--- src/rtl/pipeline_foreground_config.sv ---
// Frame-synchronous shadow/commit controller for the foreground scale stage.
// Optional per-frame offset animation is enabled by defining FG_CFG_ANIM_EN.
module pipeline_foreground_config #(
  parameter int RESOLUTION_X = 640,
  parameter int RESOLUTION_Y = 480,
  parameter int ANIM_STEP    = 8
) (
  input  logic       clk,
  input  logic       rst_n,
  input  logic       cmd_valid,
  output logic       cmd_ready,
  input  logic [1:0] cmd_addr,
  input  logic [9:0] cmd_data,
  input  logic       frame_start,
  output logic [1:0] ctrl_foreground_scale,
  output logic [9:0] fg_offset_x,
  output logic [9:0] fg_offset_y,
  output logic       pending,
  output logic       commit_done,
  output logic [1:0] dbg_state
);

  // Handshake: a command transfers on a rising edge where cmd_valid && cmd_ready;
  // cmd_ready is high only in IDLE, so the shadows are frozen once a commit is armed.
  typedef enum logic [1:0] {
    S_IDLE  = 2'd0,
    S_ARMED = 2'd1,
`ifdef FG_CFG_ANIM_EN
    S_APPLY = 2'd2,
    S_ANIMATE = 2'd3
`else
    S_APPLY = 2'd2
`endif
  } state_t;

  localparam logic [10:0] HALF_X    = 11'(RESOLUTION_X / 2);
  localparam logic [10:0] HALF_Y    = 11'(RESOLUTION_Y / 2);
  localparam logic [10:0] QUARTER_X = 11'((3 * RESOLUTION_X) / 4);
  localparam logic [10:0] QUARTER_Y = 11'((3 * RESOLUTION_Y) / 4);

  state_t state, state_nxt;

  logic [1:0]  sh_scale;
  logic [9:0]  sh_x, sh_y;
  logic [10:0] max_x, max_y;
  logic [9:0]  tgt_x, tgt_y;
  logic        cmd_fire;

  function automatic logic [9:0] clamp(input logic [9:0] v, input logic [10:0] lim);
    return ({1'b0, v} > lim) ? lim[9:0] : v;
  endfunction

  assign cmd_fire  = cmd_valid && cmd_ready;
  assign dbg_state = state;

  // Window limits follow the scale that is about to become live.
  always_comb begin
    max_x = 11'd0;
    max_y = 11'd0;
    case (sh_scale)
      2'b10: begin max_x = HALF_X;    max_y = HALF_Y;    end
      2'b01: begin max_x = QUARTER_X; max_y = QUARTER_Y; end
      default: ;
    endcase
  end

  assign tgt_x = clamp(sh_x, max_x);
  assign tgt_y = clamp(sh_y, max_y);

  always_ff @(posedge clk or negedge rst_n) begin
    if (!rst_n) begin
      sh_scale <= 2'b00;
      sh_x     <= 10'd0;
      sh_y     <= 10'd0;
    end else if (cmd_fire) begin
      case (cmd_addr)
        2'd0: sh_scale <= cmd_data[1:0];
        2'd1: sh_x     <= cmd_data;
        2'd2: sh_y     <= cmd_data;
        default: ;
      endcase
    end
  end

  always_ff @(posedge clk or negedge rst_n) begin
    if (!rst_n) state <= S_IDLE;
    else        state <= state_nxt;
  end

`ifdef FG_CFG_ANIM_EN
  localparam logic [9:0] STEP = 10'(ANIM_STEP);

  logic at_tgt;

  function automatic logic [9:0] step_to(input logic [9:0] cur, input logic [9:0] tgt);
    logic [9:0] dist;
    dist = (cur < tgt) ? (tgt - cur) : (cur - tgt);
    if (dist > STEP) dist = STEP;
    return (cur < tgt) ? (cur + dist) : (cur - dist);
  endfunction

  assign at_tgt = (fg_offset_x == tgt_x) && (fg_offset_y == tgt_y);

  always_ff @(posedge clk or negedge rst_n) begin
    if (!rst_n) begin
      ctrl_foreground_scale <= 2'b00;
      fg_offset_x           <= 10'd0;
      fg_offset_y           <= 10'd0;
    end else if (state == S_ARMED && frame_start) begin
      ctrl_foreground_scale <= sh_scale;
    end else if (state == S_ANIMATE && frame_start && !at_tgt) begin
      fg_offset_x <= step_to(fg_offset_x, tgt_x);
      fg_offset_y <= step_to(fg_offset_y, tgt_y);
    end
  end

  always_comb begin
    state_nxt   = state;
    cmd_ready   = 1'b0;
    pending     = 1'b0;
    commit_done = 1'b0;
    case (state)
      S_IDLE: begin
        cmd_ready = 1'b1;
        if (cmd_fire && cmd_addr == 2'd3) state_nxt = S_ARMED;
      end
      S_ARMED: begin
        pending = 1'b1;
        if (frame_start) state_nxt = S_APPLY;
      end
      S_APPLY: begin
        pending   = 1'b1;
        state_nxt = S_ANIMATE;
      end
      S_ANIMATE: begin
        if (at_tgt) begin
          commit_done = 1'b1;
          state_nxt   = S_IDLE;
        end else begin
          pending = 1'b1;
        end
      end
      default: state_nxt = S_IDLE;
    endcase
  end
`else
  // Live registers load on the frame_start that leaves ARMED, so they are
  // already visible during the one APPLY cycle.
  always_ff @(posedge clk or negedge rst_n) begin
    if (!rst_n) begin
      ctrl_foreground_scale <= 2'b00;
      fg_offset_x           <= 10'd0;
      fg_offset_y           <= 10'd0;
    end else if (state == S_ARMED && frame_start) begin
      ctrl_foreground_scale <= sh_scale;
      fg_offset_x           <= tgt_x;
      fg_offset_y           <= tgt_y;
    end
  end

  always_comb begin
    state_nxt   = state;
    cmd_ready   = 1'b0;
    pending     = 1'b0;
    commit_done = 1'b0;
    case (state)
      S_IDLE: begin
        cmd_ready = 1'b1;
        if (cmd_fire && cmd_addr == 2'd3) state_nxt = S_ARMED;
      end
      S_ARMED: begin
        pending = 1'b1;
        if (frame_start) state_nxt = S_APPLY;
      end
      S_APPLY: begin
        commit_done = 1'b1;
        state_nxt   = S_IDLE;
      end
      default: state_nxt = S_IDLE;
    endcase
  end
`endif

endmodule

--- config.mk ---
export PLATFORM = sky130hd
export DESIGN_NAME = pipeline_foreground_config
export DESIGN_NICKNAME = d
export VERILOG_FILES = /design/src/rtl/pipeline_foreground_config.sv
export SDC_FILE = /design/constraint.sdc
export NUM_CORES = 1
export LEC_CHECK = 0
export ABC_AREA = 1
export BUFFER_PORTS_ARGS = -buffer_cell sky130_fd_sc_hd__buf_4
export CAP_MARGIN = 40
export CORE_ASPECT_RATIO = 0.9
export CORE_MARGIN = 5
export CORE_UTILIZATION = 45
export CTS_CLUSTER_DIAMETER = 30
export CTS_CLUSTER_SIZE = 20
export DETAILED_ROUTE_END_ITERATION = 8
export PLACE_DENSITY = 0.67
export SETUP_SLACK_MARGIN = 0.15
export SLEW_MARGIN = 40
export SYNTH_ARGS = -nofsm -noshare
export SYNTH_HDL_FRONTEND = slang
export SYNTH_SLANG_ARGS = --single-unit
export TNS_END_PERCENT = 10
--- constraint.sdc ---
create_clock -name clk -period 2.38 [get_ports clk]
set_input_delay 0.119 -clock clk [delete_from_list [all_inputs] [get_ports clk]]
set_output_delay 0.119 -clock clk [all_outputs]
set_load 0.05 [all_outputs]
==> results of run 1 <==
## power by group through the flow
stage | Sequential, mW | Clock [mW] | Combinational (mW)
5_1_grt | 1.21 | 0.630 | 1.64
3_3_place_gp | 1.19 | 0 | 1.48
2_1_floorplan | 1.64 | 0 | 0.607
3_5_place_dp | 1.19 | 0 | 1.50
6_report | 1.18 | 0.584 | 1.50
4_1_cts | 1.18 | 0.600 | 1.51
## layout by cell type (no fill, tap or decap), types with 2 or more instances in the layout
cell and n:
inv_1 27, nand3_1 17, o21ai_0 6, dfrtp_1 46, nand2_1 103, o21bai_1 2
nand2_2 3, o21ai_1 20, clkbuf_8 6, ha_1 9, nor2_1 9, nand2_4 2
nor2_2 2, buf_4 44
## worst register-to-register path, stage by stage, from the launching register on
cell	delay (ps)
dfrtp_1	400
inv_1	80
ha_2	330
ha_1	340
nand3b_1	100
nor2_2	110
nand2_1	60
nand3_1	120
nand2_2	130
nand2_1	90
nand2_1	50
nand2_1	60
nand2_1	50
## stage by stage
step / cells / utilization (%) / power (mW) / hold slack [ps] / area, µm²
detailed placement: 365 / 53.7 / 2.69 / 160 / 2580
global placement: 365 / 53.7 / 2.66 / 153 / 2580
finish: 373 / 56.3 / 3.26 / 24.5 / 2700
CTS: 373 / 56.2 / 3.29 / 15.7 / 2700
floorplan: 263 / - / 2.25 / -177 / 2210
global route: 373 / 56.3 / 3.48 / 21.0 / 2700
## worst paths after layout
kind | from | slack (ps) | to | cells past startpoint
worst max-delay path | sh_scale[0] | 360 | fg_offset_x[6] | 12
worst min-delay path | frame_start | 20 | dbg_state[0] | 2
worst max register to register | sh_scale[0] | 360 | fg_offset_x[6] | 12
worst min register to register | fg_offset_x[9] | 470 | fg_offset_x[9] | 2
max in group asynchronous | rst_n | 1630 | fg_offset_x[4] | 2
min in group asynchronous | rst_n | 350 | fg_offset_x[9] | 2
## kinds of logic after synthesis
logic type,after synthesis,share of synthesized area [%]
adder cells (fa/ha/maj),10,5.67
flip-flops,46,52.2
AO/OA/AOI/OAI,29,6.98
AND/OR/NAND/NOR,142,28.4
buffers and inverters,36,6.81
## registers in the layout (all words and copies together), names as in the netlist
name and count:
sh_y 10, fg_offset_y 10, dbg_state 2, sh_scale 2, fg_offset_x 10, ctrl_foreground_scale 2, sh_x 10
## metal layers
metal	wire length (µm)	GRT usage, %
met5	0	0
met4	70	5.31
met3	219	3.24
met2	2040	22.3
met1	2380	23.5
## timing repair
item / in CTS / in global routing
gates resized for setup: 0 / 1
setup endpoints to repair: 0 / 6
hold buffers: 1 / 0
endpoints found under the hold margin: 46 / 0
buffers inserted: 0 / 0
## final cells by class
class / instances / area (µm²)
Timing Repair Buffer: 45 / 340
Clock inverter: 1 / 30.0
Tap cell: 65 / 81.3
Fill cell: 476 / 2100
Multi-Input combinational cell: 181 / 907
Clock buffer: 6 / 82.6
Inverter: 29 / 111
Sequential cell: 46 / 1150
==> metrics, run 1 <==
CP max stage cell dfrtp_1; Vias 1766; Initial Utilization a little under half; Psw 1.44 mW; Mapped Cells 263; Tot GR Track Use 15.6%; CTS tree yes; Post-synth EDFFs 0; Clock power frac 17.9%; setup TNS 0 ps; RSZ-0062 raised after global routing no; Gate power share 46.0%; Switching Share 44.3%; DP Wirelength between 3000 and 4000 µm; Flop pwr share 36.1%; area leader, netlist dfrtp_1; Starting DRT DRC Count 143; PnR worst setup slack 362 ps; Clock Latency Late Sink 300 ps; synth top area cells dfrtp_1 (52%), nand2_1 (18%), ha_1 (5.7%); Yosys cell types 24; hold crit path type in2reg; nets@finish roughly 330; port bufs 42; full die area around 6400 µm²; minimum clock period 2020 ps; final setup violation count 0; crit-path max FO 9; power per cell area 1210 nW/µm²; Worst Skew about 6.5 ps; syn_nets roughly 290; delay-heaviest family, CP simple AND/OR/NAND/NOR gates; row cnt 24; Async SR Flop Fraction 100%; antenna violations before repair 0; vias in the first global route 1701; Arrival @ worst endpoint 2210 ps; Final ANT Viol Nets 0; htree depth 2; P&R area growth vs syn 22.6%; Synth Register Bits between 40 and 50; critical path type reg2reg; worst path required time between 2000 and 3000 ps; VDD IR max 0.527 mV; via/cell ratio 4.73; Worst setup SP type register; Int Power 1.82 mW; leakage power 1.53 nW; Fmax between 400 and 500 MHz; global-route wire length before repair 8110 µm; Place WS 324 ps; most frequent cells after synthesis nand2_1 (103), dfrtp_1 (46), inv_1 (27); routability congestion estimate 0.803; residual DRC count 0; Clock Sinks 46; post-synthesis sequential area ratio 52.2%; Antenna Cells 0; status finished clean; max incr delay on CP about 400 ps; WL final 4710 µm; Slew Viols, Final 0; Die X 83.8 µm; Core Region between 4000 and 5000 µm²; Max Cap Viol 0; io pins 43; syn avg cell area between 8 and 9 µm²; Synth top area share 52.2%; Post-Syn Area 2210 µm²; layout cells sized above 1 20.8%; Hold Vio Cnt, Final 0; most common cell in the netlist nand2_1; DR pass1 iterations 4; Crit path top cell by count nand2_1; CTS clk-pin slew, worst paths 80 ps; Final Cycle Share 84.8%; Synthesis Warnings 0; largest net degree at the start of global routing 47; Worst Tran Pin Value 577 ps; Max Root-Sink Buffers 2; CTS Root Cell clkbuf_8; CP Capture Type register; top_reg_cell synth dfrtp_1; total CTS buffers 5; Critical Path, Cell by Cell inv_1 > ha_2 > ha_1 > nand3b_1 > nor2_2 > nand2_1 > nand3_1 > nand2_2 > nand2_1 > nand2_1 > nand2_1 > nand2_1; Buf/Inv on CP 1; total congestion overflow 0; WL/cell 12.6 µm; Rel. slew slack 61.6%; Die Y 76.4 µm
No activity file was read; power rests on OpenSTA's default activity.
==> inputs of run 2 (changes only) <==
- clock period: 2.38 -> 2 ns (I/O delays scaled with it)
==> run 2 against run 1 <==
  * Sequential share of layout area decreased by 3.0 points
  * Clock-buffer cell count increased by 2
  * Non-clock buffer count increased by 8
  * Maximum frequency increased by 5.8%
  * Power increased by 27%
  * Combinational power increased by 38%
  * Largest power group unchanged
==> metrics, run 2 (same netlist as run 1, synthesis figures left out) <==
status finished clean; global-route wire length before repair 8150 µm (+0.51%); total power 4.14 mW (+27%); minimum clock period 1910 ps (-110 ps); Gate power share 50.1% (+4.1 points); Antenna Cells 0 (unchanged); Worst Tran Pin Value 565 ps (-11.8 ps); Tot GR Track Use 15.6% (-0.019 points); layout cells sized above 1 30.6% (+9.8 points); Final Cycle Share 95.4% (+11 points); via/cell ratio 4.70 (-0.81%); final instance area 2910 µm² (+7.6%); Final ANT Viol Nets 0 (unchanged); vias in the first global route 1717 (+0.94%); leakage power 1.58 nW (+3.4%); WL/cell 12.6 µm (-0.16%); Rel. slew slack 62.3% (+0.79 points); CTS Root Cell clkbuf_8; Starting DRT DRC Count 112 (-22%); Arrival @ worst endpoint 2100 ps (-110 ps); VDD IR max 0.668 mV (+27%); Worst Skew 5.29 ps (-1.25 ps); CTS tree yes; setup TNS 0 ps (unchanged); row cnt 24 (unchanged); Core Region 4800 µm² (unchanged); total congestion overflow 0 (unchanged); Die X 83.8 µm (unchanged); DR pass1 iterations 4 (unchanged); power per cell area 1420 nW/µm² (+18%); WL final 4820 µm (+2.3%); total CTS buffers 5 (unchanged); P&R area growth vs syn 31.9%; DP Area 2610 µm² (+1.2%); CP Capture Type register; largest net degree at the start of global routing 47 (unchanged); DP Wirelength 3470 µm (-2.2%); placed instance count 369 (+1.1%); crit-path max FO 8 (-1); full die area 6400 µm² (unchanged); worst path required time 2190 ps (-380 ps); port bufs 42 (unchanged); Switching Share 45.0% (+0.76 points); Multi-input gate area 1050 µm² (+16%); PnR worst setup slack 91.9 ps (-270 ps); Int Power 2.27 mW (+25%); Clock power frac 15.6% (-2.3 points); Worst setup SP type register; htree depth 2 (unchanged); Fmax 524 MHz (+5.8%); nets@finish 342 (+2.4%); Vias 1794 (+1.6%); residual DRC count 0 (unchanged); final setup violation count 0 (unchanged); Clock Latency Late Sink 290 ps (about the same); io pins 43 (unchanged); hold crit path type in2reg; Die Y 76.4 µm (unchanged); CTS clk-pin slew, worst paths 80 ps (about the same); Max Cap Viol 0 (unchanged); Hold Vio Cnt, Final 0 (unchanged); Psw 1.86 mW (+29%); most frequent cells in the layout nand2_1 (92), buf_4 (51), dfrtp_1 (46); antenna violations before repair 0 (unchanged); critical path type reg2reg; routability congestion estimate 0.803 (about the same); Place WS 65.2 ps (-259 ps); most common cell after layout, fill and taps aside nand2_1; Clock Sinks 46 (unchanged); Slew Viols, Final 0 (unchanged); final non-filler cell total 382 (+2.4%); fill count 449 (-5.7%); RSZ-0062 raised after global routing yes; Initial Utilization 45.9% (unchanged); Flop pwr share 34.3% (-1.8 points); Max Root-Sink Buffers 2 (unchanged); Register Area 1150 µm² (unchanged)
==> run 2: stage by stage <==
step	utilization (%)	hold WS, ps
floorplan	-	-196
global placement	54.3	137
detailed placement	54.3	139
CTS	58.6	58.8
global route	60.5	62.5
finish	60.5	63.2
==> run 2: path summary, 6_finish.rpt <==
check                               start        endpoint  slack [ps]  depth (start not counted)
setup / recovery              sh_scale[0]  fg_offset_y[5]          90                         14
hold / removal                cmd_data[6]         sh_x[6]          60                          3
setup reg to reg              sh_scale[0]  fg_offset_y[5]          90                         14
hold reg to reg            fg_offset_y[9]  fg_offset_y[9]         470                          2
max in group asynchronous           rst_n         sh_x[8]        1280                          2
min in group asynchronous           rst_n  fg_offset_y[9]         330                          2
==> run 2: routing by layer <==
metal  up-vias  part of all wire (%)  global-route usage (%)
met3         5                   5.1                    4.76
li1        940                     -                       -
met4         0                  0.71                    4.50
met5         -                     0                       0
met1       813                    49                    22.3
met2        36                    45                    22.8
==> run 2: power by group through the flow <==
stage / sequential, mW / clock, mW / combinational [mW]
finish: 1.42 / 0.644 / 2.07
global route: 1.45 / 0.711 / 2.26
CTS: 1.40 / 0.666 / 1.95
detailed placement: 1.42 / 0 / 1.81
global placement: 1.41 / 0 / 1.79
floorplan: 1.95 / 0 / 0.723
==> run 2: layout make-up <==
class | count | share of cell area, %
Clock buffer | 8 | 3.78
Inverter | 29 | 3.83
Multi-Input combinational cell | 181 | 36.2
Sequential cell | 46 | 39.6
Tap cell | 65 | 2.80
Timing Repair Buffer | 53 | 13.8
==> run 2: critical path, cell delays in order (launching register included) <==
cell	delay, ps
dfrtp_1	410
inv_2	90
ha_4	230
ha_4	280
nand2_4	50
nor2_4	100
nand2_1	60
nand2_1	80
nand2_2	70
nand2_4	130
nand2_8	90
nand2_2	70
nand2_2	40
nand2_1	50
nand2_1	50
==> run 2: timing repair <==
item,in CTS,in global routing
buffers inserted,3,0
hold buffers,2,0
pin swaps,4,12
resized for setup,12,19
endpoints found under the setup margin,15,18
hold endpoints to repair,47,0
==> inputs of run 3 (changes only) <==
- BUFFER_PORTS_ARGS: -buffer_cell sky130_fd_sc_hd__buf_4 -> -buffer_cell sky130_fd_sc_hd__buf_2
- CELL_PAD_IN_SITES_DETAIL_PLACEMENT: unset -> 1
- CELL_PAD_IN_SITES_GLOBAL_PLACEMENT: unset -> 2
- CORE_UTILIZATION: 45 -> 32
- PLACE_DENSITY: 0.67 -> unset
- PLACE_DENSITY_LB_ADDON: unset -> 0.1
==> run 3 against run 2 <==
  * Die area grew 35%
  * Via count grew 3.4%
  * Utilization shrank 17 points
  * Register-to-register slack lost 20 ps
  * Clock power grew 0.8%
  * Clock-buffer cell count is the same
  * Routed wire length grew 22%
==> metrics, run 3 (same netlist as run 1, synthesis figures left out) <==
status finished clean; Int Power 2.18 mW (-3.9%); Arrival @ worst endpoint 2170 ps (+70 ps); crit-path max FO 8 (unchanged); port bufs 42 (unchanged); final setup violation count 0 (unchanged); DR top layer met4; most common cell after layout, fill and taps aside nand2_1; Core Region 6660 µm² (+39%); RSZ-0062 raised after global routing yes; CTS Root Cell clkbuf_8; most frequent cells in the layout nand2_1 (97), dfrtp_1 (46), buf_2 (42); CTS clk-pin slew, worst paths 80 ps (about the same); WL final 5880 µm (+22%); hold crit path type in2reg; WL/cell 14.2 µm (+12%); via/cell ratio 4.47 (-4.8%); total power 4.06 mW (-1.8%); global-route wire length before repair 9690 µm (+19%); Rel. slew slack 77.3% (+15 points); Clock power frac 16.0% (+0.4 points); Fmax 518 MHz (-1.2%); routability congestion estimate 0.789 (-1.8%); Worst Tran Pin Value 339 ps (-226 ps); row cnt 28 (+17%); M1 WL 3040 µm (+28%); vias in the first global route 1919 (+12%); Flop pwr share 34.9% (+0.6 points); Hold Vio Cnt, Final 0 (unchanged); leakage power 1.60 nW (+1.1%); CP max stage cell dfrtp_1; P&R area growth vs syn 30.4%; flop2flop setup slack 70 ps (-20 ps); Clock Sinks 46 (unchanged); Psw 1.88 mW (+0.74%); htree depth 2 (unchanged); Crit path top cell by count nand2_1; nets@finish 350 (+2.3%); Buf/Inv on CP 3 (+2); io pins 43 (unchanged); placed instance count 396 (+7.3%); DR pass1 iterations 4 (unchanged); VDD IR max 0.515 mV (-23%); Slew Viols, Final 0 (unchanged); Max Root-Sink Buffers 2 (unchanged); CTS tree yes; total congestion overflow 0 (unchanged); minimum clock period 1930 ps (+24.1 ps); Clock Latency Late Sink 290 ps (about the same); CP Capture Type register; Final ANT Viol Nets 0 (unchanged); Gate power share 49.1% (-1.0 points); total CTS buffers 5 (unchanged); Initial Utilization 33.1% (-13 points); delay-heaviest family, CP simple AND/OR/NAND/NOR gates; worst path required time 2240 ps (+50 ps); largest net degree at the start of global routing 21 (-55%); critical path type reg2reg; met3 wire length 180 µm (-27%); Vias 1855 (+3.4%); Final Cycle Share 96.6% (+1.2 points); Die X 97.5 µm (+16%); final non-filler cell total 415 (+8.6%); power per cell area 1410 nW/µm² (-0.72%); Tot GR Track Use 14.3% (-1.3 points); Worst setup SP type register; Switching Share 46.2% (+1.2 points); Max Cap Viol 0 (unchanged); Starting DRT DRC Count 60 (-46%); max incr delay on CP 420 ps (about the same); antenna violations before repair 0 (unchanged); residual DRC count 0 (unchanged); Antenna Cells 0 (unchanged); layout cells sized above 1 31.1% (+0.48 points); Critical Path, Cell by Cell buf_6 > ha_4 > inv_2 > ha_1 > a211o_1 > inv_1 > nand2_4 > nand2_8 > nand2_2 > nand2_1 > nand2_1 > nand2_1; full die area 8660 µm² (+35%); DP Wirelength 4460 µm (+29%); Die Y 88.8 µm (+16%); Worst Skew 4.41 ps (-0.883 ps); met2 WL 2620 µm (+21%)
run 3: cell types whose count changed in the layout (fill, tap and decap cells not counted), sizes merged:
cell / before / now
buf: 51 / 59
nand2: 108 / 109
dlygate4sd3: 2 / 1
run 3: metrics by stage:
stage | setup TNS [ps] | utilization, % | hold WS (ps) | instance area (µm²) | setup WS [ps]
CTS | 0 | 40.9 | 2.56 | 2730 | 48.9
finish | 0 | 43.2 | 14.7 | 2880 | 67.8
detailed placement | -110 | 38.3 | -25.9 | 2550 | -21.7
global route | -452 | 43.2 | 19.9 | 2880 | -65.4
floorplan | 0 | - | -196 | 2210 | 175
global placement | -5.91 | 38.3 | -28.8 | 2550 | -5.91
run 3: timing repair:
| action | CTS | global route |
|---|---|---|
| pin swaps | 3 | 20 |
| gates resized for setup | 7 | 21 |
| buffers inserted | 2 | 7 |
| setup endpoints to repair | 17 | 18 |
| gates cloned | 1 | 0 |
| hold buffers | 1 | 0 |
| hold endpoints to repair | 46 | 0 |
run 3: path summary, 6_finish.rpt:
kind,start,to,cells past startpoint
setup reg to reg,sh_scale[0],fg_offset_y[4],12
hold reg to reg,fg_offset_y[9],fg_offset_y[9],2
setup / recovery,sh_scale[0],fg_offset_y[4],12
max in group asynchronous,rst_n,fg_offset_x[3],3
hold / removal,frame_start,dbg_state[0],2
min in group asynchronous,rst_n,fg_offset_y[4],2
run 3: area by class of cell:
cell class / instances / area, µm²
fillers: 815 / 3780
flip-flops and latches: 46 / 1150
multi-input cells: 182 / 1030
repair buffers: 60 / 355
inverters: 29 / 114
well taps: 90 / 113
clock buffers: 8 / 110
run 3: metal layers:
layer | GRT usage [%] | up-vias
met5 | 0 | -
met4 | 3.77 | 0
met3 | 3.62 | 2
met2 | 21.9 | 30
met1 | 20.2 | 873
li1 | - | 950
run 3: worst reg2reg max path: stages (launching register included):
cell and delay, ps:
dfrtp_1 420, buf_6 140, ha_4 160, inv_2 80, ha_1 250, a211o_1 290, inv_1 100, nand2_4 90
nand2_8 110, nand2_2 50, nand2_1 70, nand2_1 60, nand2_1 70
run 3: power groups by stage:
stage / Combinational (mW) / Sequential, mW / Clock, mW
CTS: 1.82 / 1.41 / 0.677
floorplan: 0.723 / 1.95 / 0
global route: 2.17 / 1.46 / 0.716
global placement: 1.72 / 1.41 / 0
finish: 1.99 / 1.42 / 0.649
detailed placement: 1.75 / 1.42 / 0
